## src/rtl/mac_lane_array_if.sv

```systemverilog
`default_nettype none
// ============================================================================
//  Module   : mac_lane_array_if
//  Purpose  : Bundles the tile control, operand stream and result stream of
//             the multi-lane MAC engine. The master side is the sequencer or
//             SRAM readout feeding the engine. The slave side is the engine.
//  Revision : 1.0  initial release
// ============================================================================
interface mac_lane_array_if #(
    parameter int BW      = 4,
    parameter int PSUM_BW = 16,
    parameter int LANES   = 8,
    parameter int CNT_BW  = 8
);
    // Tile control, sampled by the engine only while it is idle
    logic                     start;
    logic [CNT_BW-1:0]        len;
    logic                     act_signed;
    logic                     sat_en;

    // Operand stream: one activation/weight pair per lane per beat
    logic                     in_valid;
    logic                     in_ready;
    logic [LANES*BW-1:0]      a;
    logic [LANES*BW-1:0]      b;

    // Result stream: one beat per tile
    logic                     out_valid;
    logic                     out_ready;
    logic [LANES*PSUM_BW-1:0] out;
    logic [LANES-1:0]         ovf;
    logic                     busy;

    modport master (
        output start, len, act_signed, sat_en,
        output in_valid, a, b,
        output out_ready,
        input  in_ready, out_valid, out, ovf, busy
    );

    modport slave (
        input  start, len, act_signed, sat_en,
        input  in_valid, a, b,
        input  out_ready,
        output in_ready, out_valid, out, ovf, busy
    );
endinterface
`default_nettype wire

```

## src/rtl/mac_lane_array.sv

```systemverilog
`default_nettype none
// ============================================================================
//  Module   : mac_lane_array
//  Purpose  : LANES independent multiply-accumulate lanes. Each lane sums
//             len products a*b into a PSUM_BW accumulator. Activations can be
//             signed or unsigned. Weights are always signed. The accumulator
//             can saturate or wrap. There is a two-stage pipeline: an operand
//             register, then the accumulate. A tile sequencer runs
//             IDLE -> ACC -> DRAIN -> DONE.
//  Notes    : PSUM_BW must exceed 2*BW so a single product always fits.
//  Revision : 1.0  initial release
// ============================================================================
module mac_lane_array #(
    parameter int BW      = 4,
    parameter int PSUM_BW = 16,
    parameter int LANES   = 8,
    parameter int CNT_BW  = 8
) (
    input  wire logic       clk,
    input  wire logic       reset,      // asynchronous, active low
    mac_lane_array_if.slave bus
);

    typedef enum logic [1:0] {
        c_st_idle  = 2'd0,
        c_st_acc   = 2'd1,
        c_st_drain = 2'd2,
        c_st_done  = 2'd3
    } state_t;

    localparam logic [PSUM_BW-1:0] c_sat_max = {1'b0, {(PSUM_BW-1){1'b1}}};
    localparam logic [PSUM_BW-1:0] c_sat_min = {1'b1, {(PSUM_BW-1){1'b0}}};
    localparam logic [CNT_BW-1:0]  c_cnt_one = CNT_BW'(1);

    // Sequencer state and registered handshake outputs
    state_t                   r_state;
    logic [CNT_BW-1:0]        r_beats_left;
    logic                     r_in_ready;
    logic                     r_out_valid;
    logic                     r_busy;

    // Mode bits are latched at start, so later changes on the pins are ignored
    logic                     r_act_signed;
    logic                     r_sat_en;

    // Stage 1: captured operands for the beat accepted on the previous edge
    logic                     r_s1_valid;
    logic [LANES*BW-1:0]      r_s1_a;
    logic [LANES*BW-1:0]      r_s1_b;

    // Stage 2: accumulators and sticky overflow flags
    logic [LANES*PSUM_BW-1:0] r_acc;
    logic [LANES-1:0]         r_ovf;

    logic                     w_accept;
    logic                     w_start;
    logic [LANES*PSUM_BW-1:0] w_acc_next;
    logic [LANES-1:0]         w_lane_ovf;

    // A beat is only taken while ready is high. Ready drops on the edge that
    // takes the final beat, so the beat count can never wrap.
    assign w_accept = bus.in_valid && r_in_ready;
    assign w_start  = bus.start && (r_state == c_st_idle);

    assign bus.in_ready  = r_in_ready;
    assign bus.out_valid = r_out_valid;
    assign bus.busy      = r_busy;
    assign bus.out       = r_acc;
    assign bus.ovf       = r_ovf;

    // Per-lane datapath: extend, multiply, add, detect overflow, then clamp or wrap
    for (genvar k = 0; k < LANES; k++) begin : g_lane
        logic [BW-1:0]          w_a_raw;
        logic [BW-1:0]          w_b_raw;
        logic [BW:0]            w_a_ext;
        logic signed [2*BW:0]   w_a_wide;
        logic signed [2*BW:0]   w_b_wide;
        logic signed [2*BW:0]   w_prod;
        logic signed [PSUM_BW:0] w_prod_ext;
        logic signed [PSUM_BW:0] w_acc_ext;
        logic signed [PSUM_BW:0] w_sum;
        logic                   w_ovf;

        // Form the PSUM_BW+1 bit sum so out-of-range results are visible in the top two bits
        always_comb begin
            w_a_raw    = r_s1_a[BW*k +: BW];
            w_b_raw    = r_s1_b[BW*k +: BW];
            w_a_ext    = r_act_signed ? {w_a_raw[BW-1], w_a_raw} : {1'b0, w_a_raw};
            w_a_wide   = {{BW{w_a_ext[BW]}}, w_a_ext};
            w_b_wide   = {{(BW+1){w_b_raw[BW-1]}}, w_b_raw};
            w_prod     = w_a_wide * w_b_wide;
            w_prod_ext = {{(PSUM_BW-2*BW){w_prod[2*BW]}}, w_prod};
            w_acc_ext  = {r_acc[PSUM_BW*k+PSUM_BW-1], r_acc[PSUM_BW*k +: PSUM_BW]};
            w_sum      = w_acc_ext + w_prod_ext;
            w_ovf      = w_sum[PSUM_BW] ^ w_sum[PSUM_BW-1];
        end

        assign w_lane_ovf[k] = w_ovf;

        // On overflow, bit PSUM_BW holds the true sign, which selects the bound to clamp to
        assign w_acc_next[PSUM_BW*k +: PSUM_BW] =
            (w_ovf && r_sat_en) ? (w_sum[PSUM_BW] ? c_sat_min : c_sat_max)
                                : w_sum[PSUM_BW-1:0];
    end

    // Stage 1 operand capture on every accepted beat
    always_ff @(posedge clk or negedge reset) begin
        if (!reset) begin
            r_s1_valid <= 1'b0;
            r_s1_a     <= '0;
            r_s1_b     <= '0;
        end else begin
            r_s1_valid <= w_accept;
            if (w_accept) begin
                r_s1_a <= bus.a;
                r_s1_b <= bus.b;
            end
        end
    end

    // Stage 2 accumulate. Start clears the accumulators and flags for the new tile.
    always_ff @(posedge clk or negedge reset) begin
        if (!reset) begin
            r_acc <= '0;
            r_ovf <= '0;
        end else if (w_start) begin
            r_acc <= '0;
            r_ovf <= '0;
        end else if (r_s1_valid) begin
            r_acc <= w_acc_next;
            r_ovf <= r_ovf | w_lane_ovf;
        end
    end

    // Tile sequencer with registered ready/valid/busy outputs
    always_ff @(posedge clk or negedge reset) begin
        if (!reset) begin
            r_state      <= c_st_idle;
            r_beats_left <= '0;
            r_in_ready   <= 1'b0;
            r_out_valid  <= 1'b0;
            r_busy       <= 1'b0;
            r_act_signed <= 1'b0;
            r_sat_en     <= 1'b0;
        end else begin
            case (r_state)
                c_st_idle: begin
                    if (bus.start) begin
                        r_beats_left <= bus.len;
                        r_act_signed <= bus.act_signed;
                        r_sat_en     <= bus.sat_en;
                        r_busy       <= 1'b1;
                        if (bus.len == '0) begin
                            // An empty tile reports its zero result straight away
                            r_state     <= c_st_done;
                            r_out_valid <= 1'b1;
                        end else begin
                            r_state    <= c_st_acc;
                            r_in_ready <= 1'b1;
                        end
                    end
                end
                c_st_acc: begin
                    if (w_accept) begin
                        r_beats_left <= r_beats_left - c_cnt_one;
                        if (r_beats_left == c_cnt_one) begin
                            r_in_ready <= 1'b0;
                            r_state    <= c_st_drain;
                        end
                    end
                end
                c_st_drain: begin
                    // Stage 1 empty means the last product is already in the accumulators
                    if (!r_s1_valid) begin
                        r_state     <= c_st_done;
                        r_out_valid <= 1'b1;
                    end
                end
                c_st_done: begin
                    // Result stays stable until taken. A start in this cycle is dropped.
                    if (bus.out_ready) begin
                        r_state     <= c_st_idle;
                        r_out_valid <= 1'b0;
                        r_busy      <= 1'b0;
                    end
                end
                default: begin
                    r_state     <= c_st_idle;
                    r_in_ready  <= 1'b0;
                    r_out_valid <= 1'b0;
                    r_busy      <= 1'b0;
                end
            endcase
        end
    end

endmodule
`default_nettype wire

```

## src/flat_wrapper.sv

```systemverilog
// flat-port wrapper written by rule: the top's interface ports become plain ports
module mac_lane_array_flat 
#(
    parameter int BW      = 4,
    parameter int PSUM_BW = 16,
    parameter int LANES   = 8,
    parameter int CNT_BW  = 8
)
  (clk, reset, bus_start, bus_len, bus_act_signed, bus_sat_en, bus_in_valid, bus_a, bus_b, bus_out_ready, bus_in_ready, bus_out_valid, bus_out, bus_ovf, bus_busy);
  mac_lane_array_if #(.BW(BW), .PSUM_BW(PSUM_BW), .LANES(LANES), .CNT_BW(CNT_BW)) bus_i ();
  input  wire logic clk;
  input  wire logic reset;
  input wire logic [$bits(bus_i.start)-1:0] bus_start;
  input wire logic [$bits(bus_i.len)-1:0] bus_len;
  input wire logic [$bits(bus_i.act_signed)-1:0] bus_act_signed;
  input wire logic [$bits(bus_i.sat_en)-1:0] bus_sat_en;
  input wire logic [$bits(bus_i.in_valid)-1:0] bus_in_valid;
  input wire logic [$bits(bus_i.a)-1:0] bus_a;
  input wire logic [$bits(bus_i.b)-1:0] bus_b;
  input wire logic [$bits(bus_i.out_ready)-1:0] bus_out_ready;
  output wire logic [$bits(bus_i.in_ready)-1:0] bus_in_ready;
  output wire logic [$bits(bus_i.out_valid)-1:0] bus_out_valid;
  output wire logic [$bits(bus_i.out)-1:0] bus_out;
  output wire logic [$bits(bus_i.ovf)-1:0] bus_ovf;
  output wire logic [$bits(bus_i.busy)-1:0] bus_busy;
  assign bus_i.start = bus_start;
  assign bus_i.len = bus_len;
  assign bus_i.act_signed = bus_act_signed;
  assign bus_i.sat_en = bus_sat_en;
  assign bus_i.in_valid = bus_in_valid;
  assign bus_i.a = bus_a;
  assign bus_i.b = bus_b;
  assign bus_i.out_ready = bus_out_ready;
  assign bus_in_ready = bus_i.in_ready;
  assign bus_out_valid = bus_i.out_valid;
  assign bus_out = bus_i.out;
  assign bus_ovf = bus_i.ovf;
  assign bus_busy = bus_i.busy;
  mac_lane_array #(.BW(BW), .PSUM_BW(PSUM_BW), .LANES(LANES), .CNT_BW(CNT_BW)) u_core (.clk(clk), .reset(reset), .bus(bus_i));
endmodule
```

## config.mk

```make
export PLATFORM = sky130hd
export DESIGN_NAME = mac_lane_array_flat
export DESIGN_NICKNAME = d
export VERILOG_FILES = /design/src/rtl/mac_lane_array_if.sv /design/src/rtl/mac_lane_array.sv /design/src/flat_wrapper.sv
export SDC_FILE = /design/constraint.sdc
export NUM_CORES = 1
export LEC_CHECK = 0
export ABC_AREA = 1
export CORE_UTILIZATION = 40
export CTS_CLUSTER_SIZE = 24
export DETAILED_ROUTE_END_ITERATION = 10
export SLEW_MARGIN = 20
export SYNTH_ARGS = -nofsm -noshare
export SYNTH_HDL_FRONTEND = slang
export SYNTH_SLANG_ARGS = --single-unit
export TNS_END_PERCENT = 50
```

## constraint.sdc

```tcl
create_clock -name clk -period 12.31 [get_ports clk]
set_clock_uncertainty 0.2 [all_clocks]
set_input_delay 1.8465 -clock clk [delete_from_list [all_inputs] [get_ports clk]]
set_output_delay 1.8465 -clock clk [all_outputs]
set_load 0.05 [all_outputs]
```

==> results.md <==
* Max Freq at 180 MHz
* # IOs at 218
* Crit path max-delay family: simple AND/OR/NAND/NOR gates
* Core area at 63500 µm²
* Met1 Use GR at 26.9%
* Top post-synthesis cells by area: dfrtp_1 21%, fa_1 20%, nand2_1 17%
* CTS max path bufs at 3
* GRT busiest layer: met2
* Setup TNS at 0 ns
* Clock Pin Slew Worst Setup and Hold Paths at 0.06 ns
* RSZ-0062 raised after global routing: no
* WP data arrival at 5.82 ns
* Post-CTS setup buffers at 0
* Post-route minimum period at around 5.5 ns
* CTS Buf Count at 34
* DRC at 0
* WS Path Type: flop to flop
* Syn-to-layout area delta at 16.5%
* Worst reg2reg path endpoint: u_core.bus.out[124]
* Reg-to-Reg Start: u_core.r_act_signed
* Max-Cap Viols at 0
* Post-DR wirelength/cell at 13.9 µm
* CP Launch Type: flop
* Worst-Skew Late Latency at around 0.54 ns
* Outcome: finished clean
* Share of layout cells above drive strength 1 at 3.17%
* FFs w/ async S/R, synth at 100%
* Clk root buf: clkbuf_16
* Worst Hold Depth at 2
* Mapped cell area at 25900 µm²
* Met2 global-route usage at 34.5%
* Worst hold endpoint: u_core.bus.ovf[0]
* H-tree Lvls at 2
* Dpl hpwl at 49800 µm
* Register bit total from synthesis at 216
* GRT Total Usage at between 20% and 30%
* Area of the die at 65800 µm²
* Initial antenna violation count at 4
* CTS tree: built
* Final WL at 64000 µm
* Syn_nets at 4145
* Stages on worst setup path at 21
* Synth warn at 0
* Avg Cell Area, Syn at 7.35 µm²
* Final period utilization at between 40% and 50%
* Seq/Total Area, Yosys at 20.9%
* Crit-path cells: nand2_1, nor2_1, ha_1, fa_1, inv_1, fa_1, inv_1, ha_1, nand2_1, inv_1, nand2_1, nand2_1, a21oi_1, nand2_1, nand2_1, nand2_1, nand3_1, nand2_1, inv_2, nand2_1, nand2_1
* Top FF cell, synth: dfrtp_1
* Hold_sp: u_core.bus.ovf[0]
* Inserted Diodes at 0
* CP peak stage delay at a little under 0.9 ns
* Hold/Removal Path Class: flop to flop
* Die H at 257 µm
* CP Data Required Time at 12.58 ns
* # setup viols final at 0
* Chip width at 257 µm
* Clock net sink count at 216
* EDFF count, synth at 0
* Final net count at 4346
* Row count at 92
* Via count at 21000
* Slew at the pin with the worst max-slew slack at 1.09 ns
* Max-slew violation count at 0
* Fillcell total at 6460
* Pre-CTS WS at 6.63 ns
* Post-CTS sizing at 0
* CP Max Fanout at 15
* Yosys cell types at 37
* DR iter-0 viols at 870
* R2R Setup Slk at 6.76 ns
* Initial Util at 40.8%
* Post-synth top area share at around a fifth
* Mapped Cells at 3524
* Vias in the first global route at 21500
* Routed vias/inst at 4.58
* GRT met3 Usage at 3.24%
* R2R depth at 21
* Count of port buffers added during placement at 217
* Buffers & Inverters on Critical Path at 4
* Crit. End Element: flop
* Slowest CP cell: nor2_1
* Cell taking the most area after synthesis: dfrtp_1
* Most common cell after layout, fill and taps aside: nand2_1
* Hold_buf cts at 0
* Largest net degree at the start of global routing at 70
* Routability congestion estimate from global placement at just under 0.9
* Post-route ant nets at 0
* Overflow left after global routing at 0
* Max_slew headroom at a little over a quarter
* DRT Pass-1 Iters at 6
* First-pass GRT wire length at 108000 µm
* Final worst slack at a little under 7 ns
* Most frequent cells in the layout: 1185 x nand2_1, 837 x inv_1, 278 x ha_1
* Final hold vios at 0
* Crit path top cell by count: nand2_1
[worst max-delay path by stage]
| stage | from | end |
|---|---|---|
| floorplan | u_core.r_act_signed | u_core.bus.out[89] |
| global placement | u_core.r_act_signed | u_core.bus.out[70] |
| detailed placement | u_core.r_act_signed | u_core.bus.out[75] |
| CTS | u_core.r_act_signed | u_core.bus.out[64] |
| global route | u_core.r_act_signed | u_core.bus.out[124] |
| finish | u_core.r_act_signed | u_core.bus.out[124] |
[routing by layer]
layer  wire, µm  part of all wire, %
met2      29800                   47
met4       1260                  2.0
met1      30100                   47
met5         55                0.086
met3       2710                  4.2
[stage by stage]
| stage | instance area, µm² | utilization [%] | hold slack [ns] | cells |
|---|---|---|---|---|
| finish | 30200 | 47.5 | 0.287 | 4596 |
| global route | 30200 | 47.5 | 0.323 | 4596 |
| CTS | 30200 | 47.5 | 0.291 | 4596 |
| detailed placement | 28900 | 45.5 | 0.271 | 4535 |
| global placement | 28900 | 45.5 | 0.269 | 4535 |
| floorplan | 25900 | - | 0.275 | 3524 |
[registers in the layout, indices dropped and copies added, names as in the netlist]
signal / cells
u_core.bus.out: 128
u_core.r_s1_a: 32
u_core.r_s1_b: 32
u_core.bus.ovf: 8
u_core.r_beats_left: 8
u_core.r_state: 2
u_core.bus.busy: 1
u_core.bus.in_ready: 1
u_core.bus.out_valid: 1
u_core.r_act_signed: 1
u_core.r_s1_valid: 1
u_core.r_sat_en: 1
[worst min-delay path: cells and delay by family, from the launching register on]
| kind | cells | cell delay (ns) |
|---|---|---|
| AND/OR/NAND/NOR | 2 | 0.10 |
| flip-flops | 1 | 0.35 |
[area by class of cell]
class                   count  area (µm²)  area share, %
flip-flops and latches    216        5410           17.9
repair buffers            226        2240           7.43
clock inverters            17         299          0.990
multi-input cells        2398       17000           56.3
clock buffers              44         992           3.29
inverters                 849        3190           10.6
well taps                 846        1060           3.51
[cell usage after synthesis (5+ instances only)]
cell      count
o211ai_1     10
dfrtp_1     216
inv_2        11
inv_1       837
a21oi_1      94
o21ai_0      63
nand3b_1      5
and2_1       14
nor2_1      192
fa_1        264
xnor2_1      57
or2_0         5
nand2_1    1186
buf_4         5
nand3_1     120
nand3_4       7
buf_6        11
o21bai_1     12
clkbuf_1     38
xor2_1       51
or2_2         9
nand2_2      10
ha_1        278
[logic make-up (layout without fill, tap and decap cells)]
kind of cell | after synthesis | in the layout | synth area share [%]
compound gates | 188 | 188 | 3.92
xor+xnor | 108 | 108 | 3.65
fa+ha+maj | 542 | 542 | 33.8
buf+inv | 910 | 1136 | 13.6
flops | 216 | 216 | 20.9
simple gates | 1560 | 1560 | 24.2
Power is left out: the tool's default activity adds up to more than one toggle a clock period on the data nets, which glitch-free logic cannot reach.
